File: config.mk
export PLATFORM = sky130hd
export DESIGN_NAME = corner_packer
export DESIGN_NICKNAME = d
export VERILOG_FILES = /design/src/rtl/fast_pkg.sv /design/src/rtl/corner_fifo.sv /design/src/rtl/corner_packer.sv
export SDC_FILE = /design/constraint.sdc
export NUM_CORES = 2
export LEC_CHECK = 0
export BUFFER_PORTS_ARGS = -buffer_cell sky130_fd_sc_hd__buf_2
export CORE_ASPECT_RATIO = 2
export CORE_MARGIN = 2
export CORE_UTILIZATION = 68
export DETAILED_ROUTE_END_ITERATION = 12
export GPL_ROUTABILITY_DRIVEN = 1
export HOLD_SLACK_MARGIN = 0.02
export PLACE_DENSITY_LB_ADDON = 0.08
export SETUP_SLACK_MARGIN = 0.1
export SYNTH_ARGS = -nofsm -noshare
export SYNTH_HDL_FRONTEND = slang
export SYNTH_SLANG_ARGS = --single-unit
File: constraint.sdc
create_clock -name clk -period 14.1 [get_ports clk]
set_clock_uncertainty 0.15 [all_clocks]
set_input_delay 0 -clock clk [delete_from_list [all_inputs] [get_ports clk]]
set_output_delay 0 -clock clk [all_outputs]
set_load 0.05 [all_outputs]
File: src/rtl/fast_pkg.sv
// ---------------------------------------------------------------------------
// fast_pkg
// Shared definitions for the corner packer: word tags, field offsets of the
// packed 32-bit words, the packer FSM state type and the word builders.
//   Corner word : {2'b01, y[29:20], x[19:10], 10'b0}
//   Trailer word: {2'b10, ovf[29], trunc[28], dropped[27:16], count[15:0]}
// ---------------------------------------------------------------------------
package fast_pkg;

    localparam logic [1:0] TAG_CORNER  = 2'b01;
    localparam logic [1:0] TAG_TRAILER = 2'b10;

    localparam int TAG_LSB       = 30;
    localparam int CORNER_Y_LSB  = 20;
    localparam int CORNER_X_LSB  = 10;
    localparam int TRL_OVF_BIT   = 29;
    localparam int TRL_TRUNC_BIT = 28;
    localparam int TRL_DROP_LSB  = 16;
    localparam int TRL_COUNT_LSB = 0;

    localparam logic [11:0] DROP_MAX = 12'hFFF;

    typedef enum logic [1:0] {
        IDLE    = 2'd0,
        COLLECT = 2'd1,
        TRAILER = 2'd2
    } cpk_state_t;

    function automatic logic [31:0] pack_corner(input logic [9:0] x, input logic [9:0] y);
        logic [31:0] w;
        w = '0;
        w[TAG_LSB +: 2]       = TAG_CORNER;
        w[CORNER_Y_LSB +: 10] = y;
        w[CORNER_X_LSB +: 10] = x;
        return w;
    endfunction

    function automatic logic [31:0] pack_trailer(input logic        ovf,
                                                 input logic        trunc,
                                                 input logic [11:0] dropped,
                                                 input logic [15:0] count);
        logic [31:0] w;
        w = '0;
        w[TAG_LSB +: 2]        = TAG_TRAILER;
        w[TRL_OVF_BIT]         = ovf;
        w[TRL_TRUNC_BIT]       = trunc;
        w[TRL_DROP_LSB +: 12]  = dropped;
        w[TRL_COUNT_LSB +: 16] = count;
        return w;
    endfunction

endpackage

File: src/rtl/corner_fifo.sv
// ---------------------------------------------------------------------------
// corner_fifo
// Synchronous first-word-fall-through FIFO. Words live in an inferred RAM
// with registered read; the head word is held in an output register, so a
// word written at edge N is visible on dout_o/dout_valid_o after edge N+1.
// Total capacity (RAM + output register) is DEPTH words.
// Ports:
//   clk            clock
//   rst            synchronous reset, active-low
//   push_i         write push_data_i (ignored when full and not popping)
//   push_data_i    word to write
//   pop_i          consume the head word (only effective while dout_valid_o)
//   dout_o         head word, stable while not popped
//   dout_valid_o   dout_o holds a word
//   used_o         words held, including the output register
//   full_o/empty_o used_o == DEPTH / used_o == 0
// ---------------------------------------------------------------------------
module corner_fifo #(
    parameter int unsigned DW    = 32,
    parameter int unsigned DEPTH = 64
) (
    input  logic                     clk,
    input  logic                     rst,
    input  logic                     push_i,
    input  logic [DW-1:0]            push_data_i,
    input  logic                     pop_i,
    output logic [DW-1:0]            dout_o,
    output logic                     dout_valid_o,
    output logic [$clog2(DEPTH):0]   used_o,
    output logic                     full_o,
    output logic                     empty_o
);

    localparam int unsigned AW = $clog2(DEPTH);
    localparam int unsigned CW = AW + 1;

    logic [DW-1:0] mem [DEPTH];

    logic [AW-1:0] wr_ptr_q, rd_ptr_q;
    logic [CW-1:0] mem_cnt_q, mem_cnt_d;
    logic          out_valid_q, out_valid_d;
    logic [DW-1:0] out_data_q;

    logic pop_ok;
    logic push_ok;
    logic load;
    logic [CW-1:0] used;

    assign used    = mem_cnt_q + CW'(out_valid_q);
    assign pop_ok  = pop_i & out_valid_q;
    // A pop frees a slot in the same cycle, so push+pop is legal even when full.
    assign push_ok = push_i & ((used != CW'(DEPTH)) | pop_ok);
    // Refill the output register whenever it is empty or being drained.
    assign load    = (mem_cnt_q != '0) & (~out_valid_q | pop_ok);

    always_comb begin
        mem_cnt_d = mem_cnt_q;
        if (push_ok && !load) begin
            mem_cnt_d = mem_cnt_q + CW'(1);
        end else if (!push_ok && load) begin
            mem_cnt_d = mem_cnt_q - CW'(1);
        end

        out_valid_d = out_valid_q;
        if (load) begin
            out_valid_d = 1'b1;
        end else if (pop_ok) begin
            out_valid_d = 1'b0;
        end
    end

    // RAM write port; contents are not reset.
    always_ff @(posedge clk) begin
        if (push_ok) begin
            mem[wr_ptr_q] <= push_data_i;
        end
    end

    // Registered read into the output stage.
    always_ff @(posedge clk) begin
        if (!rst) begin
            out_data_q <= '0;
        end else if (load) begin
            out_data_q <= mem[rd_ptr_q];
        end
    end

    always_ff @(posedge clk) begin
        if (!rst) begin
            wr_ptr_q    <= '0;
            rd_ptr_q    <= '0;
            mem_cnt_q   <= '0;
            out_valid_q <= 1'b0;
        end else begin
            if (push_ok) begin
                wr_ptr_q <= wr_ptr_q + AW'(1);
            end
            if (load) begin
                rd_ptr_q <= rd_ptr_q + AW'(1);
            end
            mem_cnt_q   <= mem_cnt_d;
            out_valid_q <= out_valid_d;
        end
    end

    assign dout_o       = out_data_q;
    assign dout_valid_o = out_valid_q;
    assign used_o       = used;
    assign full_o       = (used == CW'(DEPTH));
    assign empty_o      = (used == '0);

endmodule

File: src/rtl/corner_packer.sv
// ---------------------------------------------------------------------------
// corner_packer
// Packs corner flags/coordinates from the NMS stage into 32-bit words, queues
// them in a FWFT FIFO and closes every frame with a trailer word carrying the
// corner count, drop count and overflow/truncation flags.
// Ports:
//   clk, rst            clock, synchronous active-low reset
//   ce                  input qualifier for sof/eof/iscorner
//   sof, eof            frame delimiters
//   iscorner            corner flag, with x_coord / y_coord
//   m_data, m_valid     output word stream
//   m_ready             consumer accepts the head word
//   m_last              head word is a trailer
//   frame_done          one-cycle pulse after a trailer is popped
//   busy                FSM not idle or FIFO not empty
// ---------------------------------------------------------------------------
module corner_packer
    import fast_pkg::*;
#(
    parameter int unsigned MAX_CORNERS = 1024,
    parameter int unsigned FIFO_DEPTH  = 64,
    parameter int unsigned COORD_W     = 10
) (
    input  logic               clk,
    input  logic               rst,
    input  logic               ce,
    input  logic               sof,
    input  logic               eof,
    input  logic               iscorner,
    input  logic [COORD_W-1:0] x_coord,
    input  logic [COORD_W-1:0] y_coord,
    output logic [31:0]        m_data,
    output logic               m_valid,
    input  logic               m_ready,
    output logic               m_last,
    output logic               frame_done,
    output logic               busy
);

    localparam int unsigned UW = $clog2(FIFO_DEPTH) + 1;
    localparam int unsigned CW = $clog2(MAX_CORNERS + 1);

    cpk_state_t  state_q;
    logic [CW-1:0] count_q;
    logic [11:0] dropped_q;
    logic        ovf_q;
    logic        trunc_q;
    logic        restart_q;
    logic        frame_done_q;

    logic          corner_in, sof_in, eof_in;
    logic          room, under_cap;
    logic          corner_push;
    logic          fifo_push;
    logic [31:0]   fifo_wdata;
    logic          fifo_pop;
    logic [UW-1:0] fifo_used;
    logic          fifo_full;
    logic          fifo_empty;
    logic [31:0]   fifo_dout;
    logic          fifo_dvalid;

    assign corner_in = ce & iscorner;
    assign sof_in    = ce & sof;
    assign eof_in    = ce & eof;

    // One slot is always kept free for the trailer while collecting.
    assign room      = ~fifo_full & (fifo_used < UW'(FIFO_DEPTH - 1));
    assign under_cap = (count_q < CW'(MAX_CORNERS));

    always_comb begin
        corner_push = 1'b0;
        fifo_push   = 1'b0;
        fifo_wdata  = '0;
        case (state_q)
            COLLECT: begin
                if (corner_in && room && under_cap) begin
                    corner_push = 1'b1;
                    fifo_push   = 1'b1;
                    fifo_wdata  = pack_corner(10'(x_coord), 10'(y_coord));
                end
            end
            TRAILER: begin
                fifo_push  = 1'b1;
                fifo_wdata = pack_trailer(ovf_q, trunc_q, dropped_q, 16'(count_q));
            end
            default: begin
                fifo_push = 1'b0;
            end
        endcase
    end

    always_ff @(posedge clk) begin
        if (!rst) begin
            state_q   <= IDLE;
            count_q   <= '0;
            dropped_q <= '0;
            ovf_q     <= 1'b0;
            trunc_q   <= 1'b0;
            restart_q <= 1'b0;
        end else begin
            case (state_q)
                IDLE: begin
                    if (sof_in) begin
                        state_q   <= COLLECT;
                        count_q   <= '0;
                        dropped_q <= '0;
                        ovf_q     <= 1'b0;
                        trunc_q   <= 1'b0;
                        restart_q <= 1'b0;
                    end
                end
                COLLECT: begin
                    // The corner of this cycle is accounted before any eof/sof.
                    if (corner_in) begin
                        if (corner_push) begin
                            count_q <= count_q + CW'(1);
                        end else begin
                            ovf_q <= 1'b1;
                            if (dropped_q != DROP_MAX) begin
                                dropped_q <= dropped_q + 12'd1;
                            end
                        end
                    end
                    if (eof_in) begin
                        // eof together with sof closes normally and reopens.
                        state_q   <= TRAILER;
                        trunc_q   <= 1'b0;
                        restart_q <= sof_in;
                    end else if (sof_in) begin
                        state_q   <= TRAILER;
                        trunc_q   <= 1'b1;
                        restart_q <= 1'b1;
                    end
                end
                TRAILER: begin
                    if (restart_q || sof_in) begin
                        // A corner in the trailer cycle belongs to the new frame
                        // and cannot be stored, so it opens the frame as a drop.
                        state_q   <= COLLECT;
                        count_q   <= '0;
                        dropped_q <= corner_in ? 12'd1 : 12'd0;
                        ovf_q     <= corner_in;
                        trunc_q   <= 1'b0;
                        restart_q <= 1'b0;
                    end else begin
                        state_q   <= IDLE;
                        restart_q <= 1'b0;
                    end
                end
                default: begin
                    state_q <= IDLE;
                end
            endcase
        end
    end

    corner_fifo #(
        .DW    (32),
        .DEPTH (FIFO_DEPTH)
    ) u_fifo (
        .clk          (clk),
        .rst          (rst),
        .push_i       (fifo_push),
        .push_data_i  (fifo_wdata),
        .pop_i        (fifo_pop),
        .dout_o       (fifo_dout),
        .dout_valid_o (fifo_dvalid),
        .used_o       (fifo_used),
        .full_o       (fifo_full),
        .empty_o      (fifo_empty)
    );

    assign fifo_pop = fifo_dvalid & m_ready;

    always_ff @(posedge clk) begin
        if (!rst) begin
            frame_done_q <= 1'b0;
        end else begin
            frame_done_q <= fifo_pop & m_last;
        end
    end

    assign m_data     = fifo_dout;
    assign m_valid    = fifo_dvalid;
    assign m_last     = fifo_dvalid & (fifo_dout[TAG_LSB +: 2] == TAG_TRAILER);
    assign frame_done = frame_done_q;
    assign busy       = (state_q != IDLE) | ~fifo_empty;

endmodule
== Yosys cells after proc, flatten, opt, wreduce, memory -nomap -nowiden ==
Memories as Yosys holds them, arrays and structs flattened. A register that Yosys moved wholly into a read port is not among the register bits.
Index checks and enable logic that the tools add are counted.

* Bits in registers: 49
* Memory bits (writable): 2,048
* Output and inout port bits: 36
* Logic and storage cells: 110
* Memories: 1

* $add $sub $neg: 7
* $lt $le $gt $ge: 2
* Equality and inequality tests: 13
* Muxes and demuxes: 39
* Bitwise gates (word level): 16
* Reductions and logical operators: 21

{| class="wikitable"
|+ Memories
! name !! depth !! bits a word !! read ports !! clocked after Yosys merged registers in !! wr ports !! line !! text
|-
| u_fifo.mem || 64 || 32 || 1 || 1 || 1 || corner_fifo.sv:37 || <nowiki>logic [DW-1:0] mem [DEPTH];</nowiki>
|}

{| class="wikitable"
|+ Operators with widths
! cell !! count
|-
| $pmux 32 s2 || 1
|-
| $mux 12 || 5
|-
| $mux 11 || 4
|-
| $pmux 12 s3 || 1
|-
| $pmux 11 s3 || 1
|-
| $mux 31 || 1
|-
| $mux 1 || 16
|-
| $mux 7 || 2
|-
| $add 12x1->12 const B || 1
|-
| $add 6x1->6 const B || 2
|-
| $ne 12x12->1 const B || 1
|-
| $ne 2x2->1 const B || 6
|-
| $add 11x1->11 const B || 1
|-
| $lt 11x11->1 const B || 1
|-
| $and 1x1->1 || 10
|-
| $reduce_and 5->1 || 2
|-
| $pmux 1 s3 || 3
|-
| $add 7x1->7 || 1
|-
| $add 7x1->7 const B || 1
|-
| $eq 7x7->1 const B || 1
|-
| $logic_not 7->1 || 1
|-
| $lt 7x6->1 const B || 1
|-
| $ne 7x7->1 const B || 1
|-
| $reduce_bool 7->1 || 1
|-
| other kinds (19) || 33
|}

== Logic depth before layout (Yosys ltp) ==
* Depth in word-level cells: 13
* Gate-level depth with buffers: 17
* Depth with buffers taken out: 16

== Modules after synthesis ==
A second synthesis with hierarchy kept.

* Cell total of the unflattened synthesis: 3,965
* Area, all modules: 82,415.3 um^2

{| class="wikitable"
|+ By module, submodules not included
! module !! times used !! cells each !! area each (um^2) !! seq. area each (um^2)
|-
| corner_fifo || 1 || 3,716 || 80,445.9 || 62,540.0
|-
| corner_packer || 1 || 249 || 1,969.4 || 580.6
|}

== Worst setup path before layout ==
OpenSTA, ideal clock, no wires.

* Path type: flip-flop to flip-flop
* From: reg u_fifo.out_valid_q, in the netlist u_fifo.dout_valid_o
* To: mem u_fifo.mem[0][17] (data pin)
* Library setup time: 0.366 ns
* Data arrival time: 4.363 ns
* Required time: 13.584 ns
* Setup slack: 9.221 ns
* Cell stages (with the launch flop): 9
* Buffers on the path: 1
* Cells stage by stage: dfxtp_1 ha_1 ha_1 nand3_1 o21a_1 a2111oi_2 and3_1 clkbuf_1 a22o_1

* Word-level cells in the longest chain between the ends: 8
* Elaborated cells on any way between the ends: 9
* Classes of those cells: add/sub (1); order compare (1); eq/ne (1); mux (2); bitwise (2); reduce/logical (2)

{| class="wikitable"
|+ Ends and longest elaborated chain
! what !! line !! text
|-
| start, declared || corner_fifo.sv:41 || <nowiki>logic out_valid_q, out_valid_d;</nowiki>
|-
| start signal, assigned || corner_fifo.sv:102 || <nowiki>out_valid_q <= out_valid_d;</nowiki>
|-
| $add 7x1->7 (*) || corner_fifo.sv:49 || <nowiki>assign used = mem_cnt_q + CW'(out_valid_q);</nowiki>
|-
| branches (longest 2 deep; another with $lt 7x6->1) || n/a ||
|-
| $and 1x1->1 (*) || corner_packer.sv:68 || <nowiki>assign room = ~fifo_full & (fifo_used < UW'(FIFO_DEPTH - 1));</nowiki>
|-
| $logic_and 1x1->1 (*) (2 in a row) || corner_packer.sv:77 || <nowiki>if (corner_in && room && under_cap) begin</nowiki>
|-
| $mux 31 (*) || corner_packer.sv:77 ||
|-
| $pmux 32 s2 (*) || corner_packer.sv:75 || <nowiki>case (state_q)</nowiki>
|-
| net fifo_wdata[17] || corner_packer.sv:55 || <nowiki>logic [31:0] fifo_wdata;</nowiki>
|-
| end, declared || corner_fifo.sv:37 ||
|}

Mark *: on every way through the listed nets, which the timed path passes.

==> metrics.csv <==
metric,value,unit
wl,230000,um
cts-resized-gates,0,
most-common-layout-cells,"edfxtp_1, mux4_2, mux2i_1",
wl_per_cell,39.4,um
dieWidth,250,um
fin_setup_tns,0,ps
slowest_stage,a211oi_1,
pwr-share-clk,0.330,
reg2reg_from,u_fifo.rd_ptr_q[0],
r2r_end,u_fifo.dout_o[21],
critical-path-top-delay-family,buffers and inverters,
switchingPower,4.07,mW
path_clk_slew,70,ps
initial_utilization,0.685,
hpwl,131000,um
hold_viol,0,
nFillCells,6411,
drtAntennaViolNets,0,
vdd.ir_drop.worst,186,uV
required,14630,ps
setup.worst_path.class,reg2reg,
seqPwrFrac,0.482,
slew_violations,2,
grt_max_degree,117,
syn_area,82300,um^2
drtIter0Drc,6191,
path_cells,buf_4 > buf_4 > buf_12 > mux4_2 > a22o_1 > a211oi_1 > a21oi_1 > a221o_1,
synth_top_area_cell,edfxtp_1,
worst_r2r_path_depth,8,
syn_nets,4028,
place.gp.congestion,0.887,
clock_latency,790,ps
grt_first_pass_wirelength,322000,um
viasPerCell,7.47,
netSwitchingFraction,0.275,
ys_types,77,
holdPathStages,3,
worstMarginPinSlew,1530,ps
startpoint_type,register,
hold_path_class,in2reg,
grtUsageTotal,0.380,
synthFlopType,edfxtp_1,
dr_total_vias,43700,
yosys_register_bits,2129,
design.die.area,124000,um^2
grt_remaining_overflow,0,
route.detailed.drc,0,
async_reset_ff_frac,0,
powerDensity,163,nW/um^2
relSlewSlack,-0.0451,
fin_crit,5710,ps
io_pins,63,
final_common_cell,edfxtp_1,
yosysSeqAreaShare,0.767,
io_buffers,62,
slowest_delay,860,ps
leakagePower,27.7,nW
clkSinkCount,2129,
maxCapViolCount,2,
cts_root_buf,clkbuf_16,
ys_top_cells_by_area,"edfxtp_1, mux4_2, mux2i_1, dfxtp_1, a21oi_1",
rsz0062_at_grt,false,
htreeDepth,4,
combPwrFrac,0.188,
crit_cells,8,
syn_to_final_growth,10.8,%
p_int,10.8,mW
antenna_found_initial,14,
crit_end,u_fifo.dout_o[21],
drive_gt1_frac,0.244,
ys.warnings.count,0,
cts-hold-fix-buffers,33,
cp-startpoint,u_fifo.rd_ptr_q[0],
cp.arrival,6240,ps
core,120000,um^2
row_count,180,
tritoncts,done,
grt_pass1_vias,43700,
rrSetupSlack,8390,ps
synth_cells,3982,
fin_crit_sh,0.405,
cts_buffers,167,
fin_nets,4209,
fmaxAchievable,175,MHz
post_cts_buffers,0,
synth_area_per_cell,20.7,um^2
critPathMaxFanout,108,
drtPass1Iterations,6,
status,finished with violations,
clock_path_buffers,3,
cp_num_buf_inv,3,
worst_path_most_repeated_cell,buf_4,
end_kind,register,
violations,"max-capacitance violations, max-slew violations",
setup_violations,0,
synth_top_area_share,0.747,
die_y,496,um
final_core_util,0.759,
synth_edf_count,2048,
-- state kept, by name (all words and copies together), names as in the netlist --
signal / count
u_fifo.wr_ptr_q: 6
trunc_q: 1
u_fifo.dout_valid_o: 1
u_fifo.dout_o: 32
count_q: 11
dropped_q: 12
u_fifo.rd_ptr_q: 6
frame_done: 1
restart_q: 1
u_fifo.mem: 2048
state_q: 2
ovf_q: 1
u_fifo.mem_cnt_q: 7
-- cell families after synthesis --
kind of cell	synth area share
compound gates	0.0376
xor+xnor	0.00213
fa+ha+maj	0.00298
buf+inv	0.0151
flops	0.767
mux	0.151
simple gates	0.0242
-- layer usage --
layer,vias to the layer above,part of all wire,GRT usage
li1,16900,-,-
met1,22700,0.31,0.451
met2,3280,0.50,0.630
met3,735,0.099,0.0671
met4,8,0.091,0.282
met5,-,0.00022,0
-- area by class of cell --
cell class	instances	area (um^2)	area share
multi-input cells	1600	18600	0.204
clock inverters	104	1170	0.0128
inverters	17	66.3	0.000727
diodes	8	20.0	0.000219
clock buffers	199	4470	0.0490
repair buffers	248	1840	0.0202
flip-flops and latches	2129	63100	0.692
well taps	1547	1940	0.0212
-- power by group through the flow --
stage / Clock, mW / Sequential [mW] / Combinational [mW]
finish: 4.90 / 7.15 / 2.79
global route: 5.13 / 7.14 / 2.88
CTS: 4.92 / 7.14 / 2.77
detailed placement: 0 / 7.28 / 2.75
global placement: 0 / 7.28 / 2.67
floorplan: 0 / 7.29 / 1.84
-- worst min-delay path by stage --
stage	from	end	slack, ps
after floorplan	m_ready	frame_done	0.8
after detailed placement	m_ready	frame_done	130
final	y_coord[6]	u_fifo.mem[57][26]	40
after global placement	m_ready	frame_done	140
after global routing	y_coord[6]	u_fifo.mem[56][26]	60
after CTS	y_coord[6]	u_fifo.mem[56][26]	20
-- cell usage after synthesis (11+ instances only) --
cell type  instances
a211oi_1          18
nor3_1            16
o21ai_0           72
buf_4             33
inv_1             15
a21oi_1          110
nor2b_1           11
edfxtp_1        2048
dfxtp_1           81
buf_1             25
mux2_2            17
buf_6             13
mux2i_1          245
buf_2             58
mux4_2           436
o22ai_1           35
a221o_1           17
nand3_1           48
nor2_1           132
xor2_1            15
a2111oi_0         21
a22o_1            21
clkbuf_1         107
or3_1             13
ha_1              18
a221oi_1          13
and2_1            26
nand2_1          106
o221ai_1          55
a22oi_1           23
nand4_1           12
-- metrics by stage --
| stage | instance area (um^2) | hold WS [ps] | setup WS [ps] | std cells | power, mW |
|---|---|---|---|---|---|
| after floorplan | 82300 | 0.823 | 9220 | 3982 | 9.13 |
| after global placement | 85100 | 137 | 7640 | 5498 | 9.94 |
| after detailed placement | 85200 | 133 | 8410 | 5506 | 10.0 |
| after CTS | 91200 | 22.4 | 8400 | 5842 | 14.8 |
| after global routing | 91200 | 61.6 | 8200 | 5845 | 15.2 |
| final | 91200 | 44.8 | 8390 | 5852 | 14.8 |
-- worst reg2reg max path: cells and delay by family (launching register included) --
kind	cells	cell delay, ps
buffers and inverters	3	2090
muxes	1	810
DFF	1	780
AOI/OAI and AO/OA	4	1750
(Power assumes the default switching activity.)
